**src/rtl/jts16_pkg.sv**
```systemverilog
// Shared definitions for the jts16 bus arbiters.
// State encoding and requester bounds.
package jts16_pkg;

    localparam int NREQ_MAX = 4;
    localparam int PW       = $clog2(NREQ_MAX);

    typedef enum logic [2:0] {
        IDLE     = 3'd0,
        REQ      = 3'd1,
        WAITFREE = 3'd2,
        OWN      = 3'd3,
        REL      = 3'd4
    } state_t;

endpackage

```
**src/rtl/jts16_rr_pick.sv**
```systemverilog
// Round-robin selector: first set request at or after ptr,
// wrapping modulo NREQ.
module jts16_rr_pick
    import jts16_pkg::*;
#(
    parameter int NREQ = 2
) (
    input  logic [NREQ-1:0] req,
    input  logic [PW-1:0]   ptr,
    output logic [NREQ-1:0] win,
    output logic [PW-1:0]   idx,
    output logic            valid
);

    always_comb begin
        win   = '0;
        idx   = '0;
        valid = 1'b0;
        for (int k = 0; k < NREQ; k++) begin
            for (int j = 0; j < NREQ; j++) begin
                if (!valid && req[j] && ((int'(ptr) + k) % NREQ == j)) begin
                    valid  = 1'b1;
                    win[j] = 1'b1;
                    idx    = PW'(j);
                end
            end
        end
    end

endmodule

```
**src/rtl/jts16_busarb.sv**
```systemverilog
// 68000 BR/BG/BGACK bus arbiter for external masters.
// Round-robin winner owns the bus until done or hold limit.
module jts16_busarb
    import jts16_pkg::*;
#(
    parameter int NREQ    = 2,
    parameter int TIMEOUT = 1023,
    parameter int HOLDMAX = 0
) (
    input  logic            clk,
    input  logic            rst_n,
    input  logic            cpu_cen,
    input  logic            ASn,
    input  logic            DTACKn,
    input  logic            BGn,
    output logic            BRn,
    output logic            BGACKn,
    input  logic [NREQ-1:0] req,
    input  logic [NREQ-1:0] done,
    output logic [NREQ-1:0] gnt,
    output logic            busy,
    output logic            tout
);

    localparam int CW = $clog2(TIMEOUT + 1);
    localparam int HW = (HOLDMAX > 0) ? $clog2(HOLDMAX + 1) : 1;
    localparam logic [PW-1:0] LAST    = PW'(NREQ - 1);
    localparam logic [CW-1:0] TO_LAST = CW'(TIMEOUT - 1);
    localparam logic [HW-1:0] HM_LAST = HW'((HOLDMAX > 0) ? HOLDMAX - 1 : 0);

    state_t          state, state_n;
    logic [PW-1:0]   ptr, ptr_n;
    logic [PW-1:0]   widx, widx_n;
    logic [NREQ-1:0] wmask, wmask_n;
    logic [CW-1:0]   cnt, cnt_n;
    logic [HW-1:0]   hcnt, hcnt_n;
    logic            relw, relw_n;
    logic            brn_n, bgackn_n, tout_n;
    logic [NREQ-1:0] gnt_n;
    logic [NREQ-1:0] pwin;
    logic [PW-1:0]   pidx;
    logic            pvalid;
    logic [PW-1:0]   nxt_ptr;

    jts16_rr_pick #(.NREQ(NREQ)) u_pick (
        .req   (req),
        .ptr   (ptr),
        .win   (pwin),
        .idx   (pidx),
        .valid (pvalid)
    );

    assign nxt_ptr = (widx == LAST) ? '0 : widx + PW'(1);
    assign busy    = (state != IDLE);

    always_ff @(posedge clk or negedge rst_n) begin
        if (!rst_n) begin
            state  <= IDLE;
            ptr    <= '0;
            widx   <= '0;
            wmask  <= '0;
            cnt    <= '0;
            hcnt   <= '0;
            relw   <= 1'b0;
            BRn    <= 1'b1;
            BGACKn <= 1'b1;
            gnt    <= '0;
            tout   <= 1'b0;
        end else begin
            state  <= state_n;
            ptr    <= ptr_n;
            widx   <= widx_n;
            wmask  <= wmask_n;
            cnt    <= cnt_n;
            hcnt   <= hcnt_n;
            relw   <= relw_n;
            BRn    <= brn_n;
            BGACKn <= bgackn_n;
            gnt    <= gnt_n;
            tout   <= tout_n;
        end
    end

    always_comb begin
        state_n  = state;
        ptr_n    = ptr;
        widx_n   = widx;
        wmask_n  = wmask;
        cnt_n    = cnt;
        hcnt_n   = hcnt;
        relw_n   = relw;
        brn_n    = BRn;
        bgackn_n = BGACKn;
        gnt_n    = gnt;
        tout_n   = 1'b0;
        unique case (state)
            IDLE: begin
                if (cpu_cen && pvalid) begin
                    widx_n  = pidx;
                    wmask_n = pwin;
                    brn_n   = 1'b0;
                    cnt_n   = '0;
                    state_n = REQ;
                end
            end
            REQ: begin
                if (cpu_cen) begin
                    if (!(|(req & wmask))) begin
                        brn_n   = 1'b1;
                        state_n = IDLE;
                    end else if (!BGn) begin
                        state_n = WAITFREE;
                    end else if (cnt == TO_LAST) begin
                        brn_n   = 1'b1;
                        tout_n  = 1'b1;
                        ptr_n   = nxt_ptr;
                        state_n = IDLE;
                    end else begin
                        cnt_n = cnt + CW'(1);
                    end
                end
            end
            WAITFREE: begin
                // CPU withdrew its grant: fall back, counter is kept
                if (cpu_cen) begin
                    if (BGn) begin
                        state_n = REQ;
                    end else if (ASn && DTACKn) begin
                        bgackn_n = 1'b0;
                        brn_n    = 1'b1;
                        gnt_n    = wmask;
                        hcnt_n   = '0;
                        state_n  = OWN;
                    end
                end
            end
            OWN: begin
                // done is acted on at any clk, not just on cpu_cen
                if (|(done & wmask)) begin
                    gnt_n   = '0;
                    relw_n  = 1'b0;
                    state_n = REL;
                end else if (cpu_cen && HOLDMAX > 0) begin
                    if (hcnt == HM_LAST) begin
                        gnt_n   = '0;
                        tout_n  = 1'b1;
                        relw_n  = 1'b0;
                        state_n = REL;
                    end else begin
                        hcnt_n = hcnt + HW'(1);
                    end
                end
            end
            REL: begin
                if (cpu_cen) begin
                    if (!relw) begin
                        bgackn_n = 1'b1;
                        relw_n   = 1'b1;
                    end else begin
                        ptr_n   = nxt_ptr;
                        state_n = IDLE;
                    end
                end
            end
            default: state_n = IDLE;
        endcase
    end

endmodule

```
**config.mk**
```make
export PLATFORM = sky130hd
export DESIGN_NAME = jts16_busarb
export DESIGN_NICKNAME = d
export VERILOG_FILES = /design/src/rtl/jts16_pkg.sv /design/src/rtl/jts16_rr_pick.sv /design/src/rtl/jts16_busarb.sv
export SDC_FILE = /design/constraint.sdc
export NUM_CORES = 1
export LEC_CHECK = 0
export CORE_UTILIZATION = 56
export CTS_CLUSTER_SIZE = 40
export DETAILED_ROUTE_END_ITERATION = 10
export HOLD_SLACK_MARGIN = 0.15
export MAX_ROUTING_LAYER = met4
export PLACE_DENSITY_LB_ADDON = 0.15
export RECOVER_POWER = 25
export SYNTH_ARGS = -nofsm -noshare
export SYNTH_HDL_FRONTEND = slang
export SYNTH_HIERARCHICAL = 1
export SYNTH_SLANG_ARGS = --single-unit
```
**constraint.sdc**
```tcl
create_clock -name clk -period 2.6 [get_ports clk]
set_clock_uncertainty 0.05 [all_clocks]
set_input_delay 0.39 -clock clk [delete_from_list [all_inputs] [get_ports clk]]
set_output_delay 0.39 -clock clk [all_outputs]
set_load 0.03 [all_outputs]
```
Yosys cells after proc, flatten, opt, wreduce, memory -nomap -nowiden

Cells that the tools add are included.

Bits in registers: 23
Input bits: 10
Output and inout bits: 6
Logic and storage cells: 136

$add $sub $neg: 3
Eq/ne operators: 24
Muxes and demuxes: 64
Bitwise gates (word level): 3
Reduce and logical (&&, ||, !) cells: 32

Operators by type and width:

| kind                                                             | count |
|---|---|
| 32-bit logical NOT                                               | 2 |
| 10-bit two-way mux                                               | 5 |
| 1-bit two-way mux                                                | 37 |
| 3-bit two-way mux                                                | 11 |
| 2-bit inequality test (second input constant)                    | 13 |
| 10-bit one-hot mux with 2 select lines                           | 1 |
| 8-bit AND reduction                                              | 2 |
| 3-bit one-hot mux with 5 select lines                            | 1 |
| 6-bit AND reduction                                              | 2 |
| 10-bit by 1-bit adder with 10-bit output (second input constant) | 1 |
| 10-bit == test (second input constant)                           | 1 |
| 2-bit nonzero test                                               | 5 |
| 1-bit logical AND                                                | 9 |
| 3-bit inequality test (second input constant)                    | 3 |
| 2-bit two-way mux                                                | 4 |
| 7-bit AND reduction                                              | 1 |
| 3-bit by 2-bit == test with 1-bit output (second input constant) | 2 |
| 1-bit one-hot mux with 2 select lines                            | 3 |
| 3-bit nonzero test                                               | 2 |
| 5-bit AND reduction                                              | 1 |
| 2-bit bitwise AND                                                | 2 |
| 4-bit inequality test (second input constant)                    | 1 |
| 2-bit one-hot mux with 2 select lines                            | 1 |
| 2-bit OR reduction                                               | 2 |
| other kinds (11)                                                 | 14 |

Logic depth before layout (Yosys ltp)

Gate-level depths: netlist of the first run.

Depth after elaboration: 18
Depth in mapped cells: 6
Depth with buffers taken out: 6

By module

Netlist of the first run, hierarchy kept.

Modules (own cells, without submodules):

| module        | times used | cells an instance | area an instance (um^2) | seq. area each (um^2) |
|---|---|---|---|---|
| jts16_busarb  | 1          | 155               | 1,475.2                 | 628.1 |
| jts16_rr_pick | 1          | 7                 | 43.8                    | 0.0 |

Least setup slack after synthesis of the first run

Ideal clock, no wire load.

Kind: register -> register
From: reg cnt[0]
To: reg cnt[1]
Library setup time: 0.127 ns
Arrival time: 1.694 ns
Data required time: 2.423 ns
Setup slack: 0.728 ns
Stages on the path, launching flop included: 7
Buffers on the path: 0
Clock period less this slack: 1.872 ns
Path through: dfrtp_1 inv_1 ha_1 nand2_1 nor4_2 o31ai_4 mux2_1

Cells in the longest elaborated chain, start to end: 6
Elaborated cells on any way between the ends: 9
Classes of those cells: add/sub (1); eq/ne (2); mux (5); reduce/logical (1)

RTL lines:

| element                                  | RTL line            | text |
|---|---|---|
| start: declaration                       | jts16_busarb.sv:35  | `logic [CW-1:0] cnt, cnt_n;` |
| start signal: assignment                 | jts16_busarb.sv:74  | `cnt <= cnt_n;` |
| 10-bit by 1-bit adder with 10-bit output | jts16_busarb.sv:119 | `cnt_n = cnt + CW'(1);` |
| 10-bit two-way mux                       | jts16_busarb.sv:113 | `end else if (cnt == TO_LAST) begin` |
| 10-bit two-way mux                       | jts16_busarb.sv:111 | `end else if (!BGn) begin` |
| 10-bit two-way mux                       | jts16_busarb.sv:108 | `if (!(\|(req & wmask))) begin` |
| 10-bit two-way mux                       | jts16_busarb.sv:107 | `if (cpu_cen) begin` |
| 10-bit one-hot mux with 2 select lines   | jts16_busarb.sv:96  | `unique case (state)` |

Parallel ways exist; a longest one is shown, timed or not. The select of a mux whose other input is x is not followed.
A chain may end at the register's enable or synchronous reset.

Final worst setup path of the first run

From: reg state[1]
To: out busy

Cells in the longest elaborated chain, start to end: 1

RTL lines:

| element                  | RTL line           | text |
|---|---|---|
| start: declaration       | jts16_busarb.sv:31 | `state_t state, state_n;` |
| start signal: assignment | jts16_busarb.sv:70 | `state <= state_n;` |
| 3-bit nonzero test       | jts16_busarb.sv:54 | `assign busy = (state != IDLE);` |
| end: declaration         | jts16_busarb.sv:21 | `output logic busy,` |

No other way between the ends.

==> results.sh, run 1 <==
export IMPL_status="complete, no violations"
export IMPL_postCtsSetupBuffers=0
export IMPL_multiInputGateArea_um2=766
export IMPL_start_util_pct=62.2
export IMPL_worstSetupEndpointType="output port"
export IMPL_tns_ns=0
export IMPL_synth_cells=155
export IMPL_grt_max_degree=24
export IMPL_cts_hold_buf=0
export IMPL_regArea_um2=578
export IMPL_r2r_slack_ns=0.50
export IMPL_vias=1276
export IMPL_relSlewSlack_pct=20.1
export IMPL_overflow=0
export IMPL_busiest_layer="met2"
export IMPL_first_global_vias=1210
export IMPL_cp_required_ns=2.16
export IMPL_maxSlewViolCount=0
export IMPL_tightest_slew_ns=1.20
export IMPL_clk_path_buf_depth=2
export IMPL_die_area_um2=2760
export IMPL_p_per_area_nw_per_um2=860
export IMPL_path_clk_slew_ns=0.13
export IMPL_via_per_inst=6.38
export IMPL_num_rows=17
export IMPL_antenna_found_initial=0
export IMPL_track_usage_pct=27.1
export IMPL_cp_data_arrival_time_ns=1.92
export IMPL_p_leak_nw=0.659
export IMPL_area_growth_pct=13.9
export IMPL_hold_path_class="flop to flop"
export IMPL_syn_nets=167
export IMPL_diodes=0
export IMPL_htree_num_levels=1
export IMPL_max_freq_ghz=0.423
export IMPL_finalSetupViolCount=0
export IMPL_numCtsBuffers=3
export IMPL_finalCriticalPeriod_ns=2.36
export IMPL_whs_ns=0.436
export IMPL_path_class="flop to output port"
export IMPL_hold_depth=1
export IMPL_grt_pass1_wl_um=5290
export IMPL_met1_usage_pct=34.9
export IMPL_num_nets_final=185
export IMPL_core_area_um2=2300
export IMPL_drt_wirelength_per_cell_um=16.3
export IMPL_rsz0062_at_grt="no"
export IMPL_fin_util_pct=70.9
export IMPL_r2r_end="cnt[1]$_DFFE_PN0P_"
export IMPL_max_vdd_ir_drop_mv=0.752
export IMPL_clock_sinks=23
export IMPL_syn_area_um2=1430
export IMPL_clkLatencyLatePin_ns=0.31
export IMPL_dieWidth_um=52.5
export IMPL_hold_path_end="ptr[0]$_DFFE_PN0P_"
export IMPL_io_pins=16
export IMPL_r2r_start="cnt[0]$_DFFE_PN0P_"
export IMPL_drc=0
export IMPL_nFillCells=172
export IMPL_period_share_pct=90.9
export IMPL_min_delay_start="widx[0]$_DFFE_PN0P_"
export IMPL_drive_gt1_share_pct=14.0
export IMPL_crit_path_start="state[1]$_DFFE_PN0P_"
export IMPL_die_height_um=52.5
export IMPL_dp_hpwl_um=2420
export IMPL_firstDrtPassIters=4
export IMPL_cp_max_fo=10
export IMPL_ys_warn_count=6
export IMPL_cts_root_buf="clkbuf_4"
export IMPL_finalHoldViolCount=0
export IMPL_use_met2_pct=43.2
export IMPL_cts_tree="built"
export IMPL_maxCapViolCount=0
export IMPL_gp_congestion=0.913
export IMPL_syn_avg_cell_area_um2=9.22
export IMPL_cts_resized=0
export IMPL_drt_iter0_markers=47
export IMPL_ff2ff_path_depth=7
export IMPL_met3_usage_pct=4.35
export IMPL_routed_wl_um=3250
export IMPL_io_buffer_count=15
export IMPL_ant_nets=0
export IMPL_cp_start_kind="flop"
[power by group]
group | total [mW] | leakage, nW | switching [mW] | internal [mW]
logic | 0.673 | 0.352 | 0.389 | 0.285
registers | 0.559 | 0.289 | 0.103 | 0.456
clock network | 0.168 | 0.0177 | 0.110 | 0.0575
total | 1.40 | 0.659 | 0.602 | 0.798
[registers in the layout (all words and copies together), names as in the netlist]
| name | count |
|---|---|
| tout | 1 |
| wmask | 2 |
| relw | 1 |
| gnt | 2 |
| BGACKn | 1 |
| state | 3 |
| ptr | 1 |
| BRn | 1 |
| widx | 1 |
| cnt | 10 |
[worst max-delay path: stages (launching register included)]
cell	delay [ns]
dfrtp_1	0.51
or3_2	0.50
clkdlybuf4s50_1	0.60
[layout make-up]
| type | count | share of cell area [%] |
|---|---|---|
| clock buffer | 3 | 1.38 |
| clock inverter | 1 | 0.307 |
| inverter | 8 | 1.84 |
| multi-input combinational | 116 | 47.0 |
| sequential | 23 | 35.5 |
| tap | 28 | 2.15 |
| timing repair buffer | 21 | 11.8 |
[through the flow]
step	total power [mW]	setup slack [ns]	cells	area (um^2)
after detailed placement	1.23	0.0117	196	1600
after global routing	1.49	0.178	200	1630
after global placement	1.20	0.112	196	1600
final	1.40	0.236	200	1630
after floorplan	1.04	0.730	155	1430
after CTS	1.40	0.228	200	1630
[cell usage in the layout (no fill, tap or decap), types with 2 or more instances in the layout]
| cell type | count |
|---|---|
| a31oi_1 | 6 |
| mux2i_1 | 4 |
| o21ai_0 | 9 |
| nor4_1 | 4 |
| nand4_1 | 3 |
| or4_1 | 3 |
| mux2_2 | 3 |
| buf_4 | 5 |
| a21boi_1 | 3 |
| inv_1 | 8 |
| nor2_1 | 6 |
| clkbuf_4 | 3 |
| or3_2 | 2 |
| dfstp_2 | 2 |
| nand2b_1 | 3 |
| o21a_1 | 2 |
| o41ai_1 | 2 |
| or2_2 | 2 |
| dfrtp_1 | 21 |
| clkdlybuf4s50_1 | 14 |
| ha_1 | 2 |
| nand2_1 | 15 |
| a21boi_0 | 2 |
| nor3_1 | 5 |
| or2_1 | 2 |
| and2_1 | 2 |
| a21oi_1 | 10 |
| nand3_1 | 7 |
[layer usage]
layer,vias to the layer above,share of wire [%]
met5,-,0
met4,0,1.6
met3,8,5.3
met2,40,48
met1,616,45
li1,612,-
[worst max-delay path by stage]
| stage | cells past startpoint | end | slack, ns |
|---|---|---|---|
| 3_5_place_dp | 6 | cnt[1]$_DFFE_PN0P_ | 0.01 |
| 4_1_cts | 2 | busy | 0.23 |
| 3_3_place_gp | 6 | cnt[1]$_DFFE_PN0P_ | 0.11 |
| 5_1_grt | 2 | busy | 0.18 |
| 2_1_floorplan | 6 | cnt[1]$_DFFE_PN0P_ | 0.73 |
| 6_report | 2 | busy | 0.24 |
Power figures use the tool's default switching activity.
==> inputs of run 2 (changes only) <==
--- a/config.mk
+++ b/config.mk
@@ -6,12 +6,12 @@
 export NUM_CORES = 1
 export LEC_CHECK = 0
 export CORE_UTILIZATION = 56
-export CTS_CLUSTER_SIZE = 40
 export DETAILED_ROUTE_END_ITERATION = 10
 export HOLD_SLACK_MARGIN = 0.15
 export MAX_ROUTING_LAYER = met4
 export PLACE_DENSITY_LB_ADDON = 0.15
 export RECOVER_POWER = 25
+export SLEW_MARGIN = 10
 export SYNTH_ARGS = -nofsm -noshare
 export SYNTH_HDL_FRONTEND = slang
 export SYNTH_HIERARCHICAL = 1
==> results of run 2 <==
The final DEF is identical to that of run 1; final timing and power are the same.
==> inputs of run 3 (changes only) <==
--- a/config.mk
+++ b/config.mk
@@ -11,6 +11,7 @@
 export MAX_ROUTING_LAYER = met4
 export PLACE_DENSITY_LB_ADDON = 0.15
 export RECOVER_POWER = 25
+export REMOVE_ABC_BUFFERS = 1
 export SLEW_MARGIN = 10
 export SYNTH_ARGS = -nofsm -noshare
 export SYNTH_HDL_FRONTEND = slang
==> results.sh, run 3 (synthesis results as in run 1) <==
export IMPL_htree_num_levels=1
export IMPL_vias=1312
export IMPL_whs_ns=0.409
export IMPL_r2r_start="state[0]$_DFFE_PN0P_"
export IMPL_maxSlewViolCount=0
export IMPL_firstDrtPassIters=4
export IMPL_die_height_um=52.5
export IMPL_die_area_um2=2760
export IMPL_grt_max_degree=24
export IMPL_r2r_end="cnt[1]$_DFFE_PN0P_"
export IMPL_start_util_pct=62.2
export IMPL_cp_max_fo=18
export IMPL_max_vdd_ir_drop_mv=0.691
export IMPL_tightest_slew_ns=1.26
export IMPL_cp_start_kind="flop"
export IMPL_ant_nets=0
export IMPL_p_leak_nw=0.652
export IMPL_top_regs="cnt x10, state x3"
export IMPL_track_usage_pct=29.1
export IMPL_cp_data_arrival_time_ns=2.02
export IMPL_finalCriticalPeriod_ns=2.46
export IMPL_r2r_slack_ns=0.40
export IMPL_worstSetupEndpointType="output port"
export IMPL_relSlewSlack_pct=15.7
export IMPL_maxCapViolCount=0
export IMPL_antenna_found_initial=0
export IMPL_path_clk_slew_ns=0.12
export IMPL_core_area_um2=2300
export IMPL_grt_pass1_wl_um=5670
export IMPL_postCtsSetupBuffers=0
export IMPL_cts_root_buf="clkbuf_4"
export IMPL_finalSetupViolCount=0
export IMPL_rsz0062_at_grt="no"
export IMPL_area_growth_pct=13.3
export IMPL_ff2ff_path_depth=4
export IMPL_crit_path_start="state[0]$_DFFE_PN0P_"
export IMPL_status="complete, no violations"
export IMPL_tns_ns=0
export IMPL_cts_resized=0
export IMPL_clock_sinks=23
export IMPL_clkLatencyLatePin_ns=0.31
export IMPL_cp_required_ns=2.16
export IMPL_period_share_pct=94.5
export IMPL_hold_path_class="flop to flop"
export IMPL_via_per_inst=6.59
export IMPL_max_freq_ghz=0.407
export IMPL_path_class="flop to output port"
export IMPL_largest_register_ffs=10
export IMPL_gp_congestion=0.945
export IMPL_layout_common_cells="dfrtp_1, nand2_1, clkdlybuf4s50_1"
export IMPL_cts_hold_buf=0
export IMPL_drt_iter0_markers=69
export IMPL_regMostFlops="cnt"
export IMPL_clk_path_buf_depth=2
export IMPL_overflow=0
export IMPL_cp_endpoint="busy"
export IMPL_io_pins=16
export IMPL_io_buffer_count=15
export IMPL_numCtsBuffers=3
export IMPL_routed_wl_um=3200
export IMPL_p_per_area_nw_per_um2=856
export IMPL_num_nets_final=184
export IMPL_cts_tree="built"
export IMPL_first_global_vias=1216
export IMPL_dp_hpwl_um=2340
export IMPL_drive_gt1_share_pct=12.9
export IMPL_num_rows=17
export IMPL_drt_wirelength_per_cell_um=16.1
export IMPL_diodes=0
export IMPL_dieWidth_um=52.5
export IMPL_finalHoldViolCount=0
export IMPL_mostFrequentLayoutCell="dfrtp_1"
export IMPL_hold_depth=1
export IMPL_drc=0
==> run 3: power by group <==
group / leakage, nW / switching (mW) / internal (mW)
registers: 0.289 / 0.118 / 0.456
logic: 0.348 / 0.372 / 0.274
clock network: 0.0150 / 0.105 / 0.0600
total: 0.652 / 0.595 / 0.790
==> run 3: cell type report <==
cell class                      count  area (um^2)
Timing Repair Buffer               20          184
Tap cell                           28         35.0
Fill cell                         188          678
Sequential cell                    23          578
Multi-Input combinational cell    116          766
Inverter                            8         30.0
Clock buffer                        4         26.3
==> run 3: metrics by stage <==
| stage | setup slack (ns) | utilization, % | std cells | cell area [um^2] | power [mW] |
|---|---|---|---|---|---|
| 5_1_grt | 0.0637 | 70.5 | 199 | 1620 | 1.48 |
| 2_1_floorplan | 0.695 | - | 147 | 1370 | 0.988 |
| 6_report | 0.142 | 70.5 | 199 | 1620 | 1.39 |
| 4_1_cts | 0.153 | 70.6 | 199 | 1620 | 1.39 |
| 3_5_place_dp | 0.0315 | 69.5 | 195 | 1600 | 1.22 |
| 3_3_place_gp | 0.0916 | 69.5 | 195 | 1600 | 1.19 |
==> run 3: per-layer routing <==
metal / global-route usage [%] / vias to the layer above / wire (um)
met2: 43.7 / 95 / 1490
met4: 10.5 / 0 / 48
met5: - / - / 0
met3: 4.06 / 7 / 341
met1: 40.0 / 605 / 1320
li1: - / 605 / -
==> run 3: worst min path at each step <==
stage | from | endpoint | slack (ns)
after CTS | rst_n | state[0]$_DFFE_PN0P_ | 0.37
final | widx[0]$_DFFE_PN0P_ | ptr[0]$_DFFE_PN0P_ | 0.41
after global routing | widx[0]$_DFFE_PN0P_ | ptr[0]$_DFFE_PN0P_ | 0.45
after floorplan | rst_n | cnt[0]$_DFFE_PN0P_ | 0.04
after global placement | widx[0]$_DFFE_PN0P_ | ptr[0]$_DFFE_PN0P_ | 0.38
after detailed placement | widx[0]$_DFFE_PN0P_ | ptr[0]$_DFFE_PN0P_ | 0.40
==> run 3: critical path, cell delays in order (launching register included) <==
cell             delay (ns)
dfrtp_1                0.59
or3_2                  0.52
clkdlybuf4s50_1        0.60
==> patch: new RTL, settings of run 2 <==
Re-encode `state_t` (5 states) as one-hot, 5 bits wide.
--- a/src/rtl/jts16_pkg.sv
+++ b/src/rtl/jts16_pkg.sv
@@ -7,8 +7,8 @@
 
-    typedef enum logic [2:0] {
-        IDLE     = 3'd0,
-        REQ      = 3'd1,
-        WAITFREE = 3'd2,
-        OWN      = 3'd3,
-        REL      = 3'd4
+    typedef enum logic [4:0] {
+        IDLE     = 5'b00001,
+        REQ      = 5'b00010,
+        WAITFREE = 5'b00100,
+        OWN      = 5'b01000,
+        REL      = 5'b10000
     } state_t;
Check against the original RTL: same outputs for any inputs over 4 cycles, from zero or initial values and one cycle with rst_n low; so few cycles prove little.
==> patch against run 2 <==
Sequential cell count grew 2; largest power group is now registers; count of clock-buffer cells in the layout stayed put; largest cell class unchanged; setup slack lost 0.059 ns; clock power up 7%; synthesized area grew 3.6%; design area increased by 5.4%; power shrank 14%; global-route usage up 1.0 points; routed wire length up 2.8%.
==> patch: results (changes against run 2) <==
Critical R2R Launch=cnt[0] (unchanged); maximum number of pins on one net before global-route repair=26 (was 24); critical-path maximum fanout=6 (was 10); Met3 Routed Length=183 um (was 171 um); peak supply drop=0.000514 V (was 0.000752 V); number of port buffers=15 (unchanged); leakage power=0.000730 uW (was 0.000659 uW); antenna diode count=0 (unchanged); TritonCTS buffer count=3 (unchanged); global-route wire length before repair=5570 um (was 5290 um); Highest Signal Layer=met4 (unchanged); stage delay of the slowest cell on the critical path=0.64 ns (was 0.60 ns); Worst setup startpoint=state[4] (was state[1]); layout filler cell count=202 (was 172); power consumption=1200 uW (was 1400 uW); number of standard cells in the final layout excluding fillers=213 (was 200); placed inst area=1690 um^2 (was 1600 um^2); number of nets produced by synthesis=173 (was 167); cell with the largest stage delay on the worst path=sky130_fd_sc_hd__clkdlybuf4s50_1 (unchanged); slew of the pin with the lowest slew margin=1.33 ns (was 1.20 ns); iteration-0 DRC count of the detailed router=50 (was 47); Clock Path Buffers=2 (unchanged); sequential logic power=537 uW (was 559 uW); Post-CTS Repair Setup Buffers=0 (unchanged); registers with the most flip-flops=cnt: 10 flops, state: 5 flops (was cnt: 10 flops, state: 3 flops); share of final-layout standard cells stronger than drive strength 1=0.137 (was 0.140); total number of vias=1341 (was 1276); Overall Global Routing Usage=0.281 (was 0.271); root cell of the clock tree=sky130_fd_sc_hd__clkbuf_4 (unchanged); data arrival time at the worst-slack endpoint=1.98 ns (was 1.92 ns); GPL Wtd Cong=0.934 (was 0.913); worst hold slack=0.406 ns (was 0.436 ns); Crit path max-delay family=buffers and inverters (unchanged); switching part of the total=0.384 (was 0.430); detail-routed net length per standard cell=15.7 um (was 16.3 um); power drawn by the combinational cells=483 uW (was 673 uW); post-synthesis instance total=161 (was 155); Detail Route met2 WL=1520 um (was 1570 um); result of the run=finished, final reports clean (unchanged); net count reported at finish=196 (was 185); Clock transition at path regs=0.14 ns; worst setup timing slack at the placement stage=0.211 ns (was 0.0117 ns); metal1 wirelength=1560 um (was 1460 um); vias in the first global route=1205 (was 1210); half-perimeter wire length of the detailed placement result=2480 um (was 2420 um); number of resized instances in the post-cts repair step=0 (unchanged)
patch: layout make-up:
| cell class | count | area, um^2 | share of cell area |
|---|---|---|---|
| Multi-Input combinational cell | 126 | 803 | 0.468 |
| Tap cell | 30 | 37.5 | 0.0219 |
| Sequential cell | 25 | 629 | 0.367 |
| Clock buffer | 3 | 22.5 | 0.0131 |
| Clock inverter | 1 | 5.00 | 0.00292 |
| Timing Repair Buffer | 21 | 191 | 0.112 |
| Inverter | 7 | 26.3 | 0.0153 |
patch: routing by layer:
layer	up-vias	global-route usage
met5	-	-
met4	0	0.140
met3	11	0.0489
met2	58	0.385
met1	626	0.395
li1	646	-
patch: worst paths after layout:
path	endpoint	slack, ns	cells past startpoint
worst max-delay path	busy	0.18	3
worst min-delay path	ptr[0]	0.41	1
worst max register to register	cnt[4]	0.44	7
worst min register to register	ptr[0]	0.41	1
max in group asynchronous	cnt[3]	0.91	2
min in group asynchronous	state[4]	0.82	2
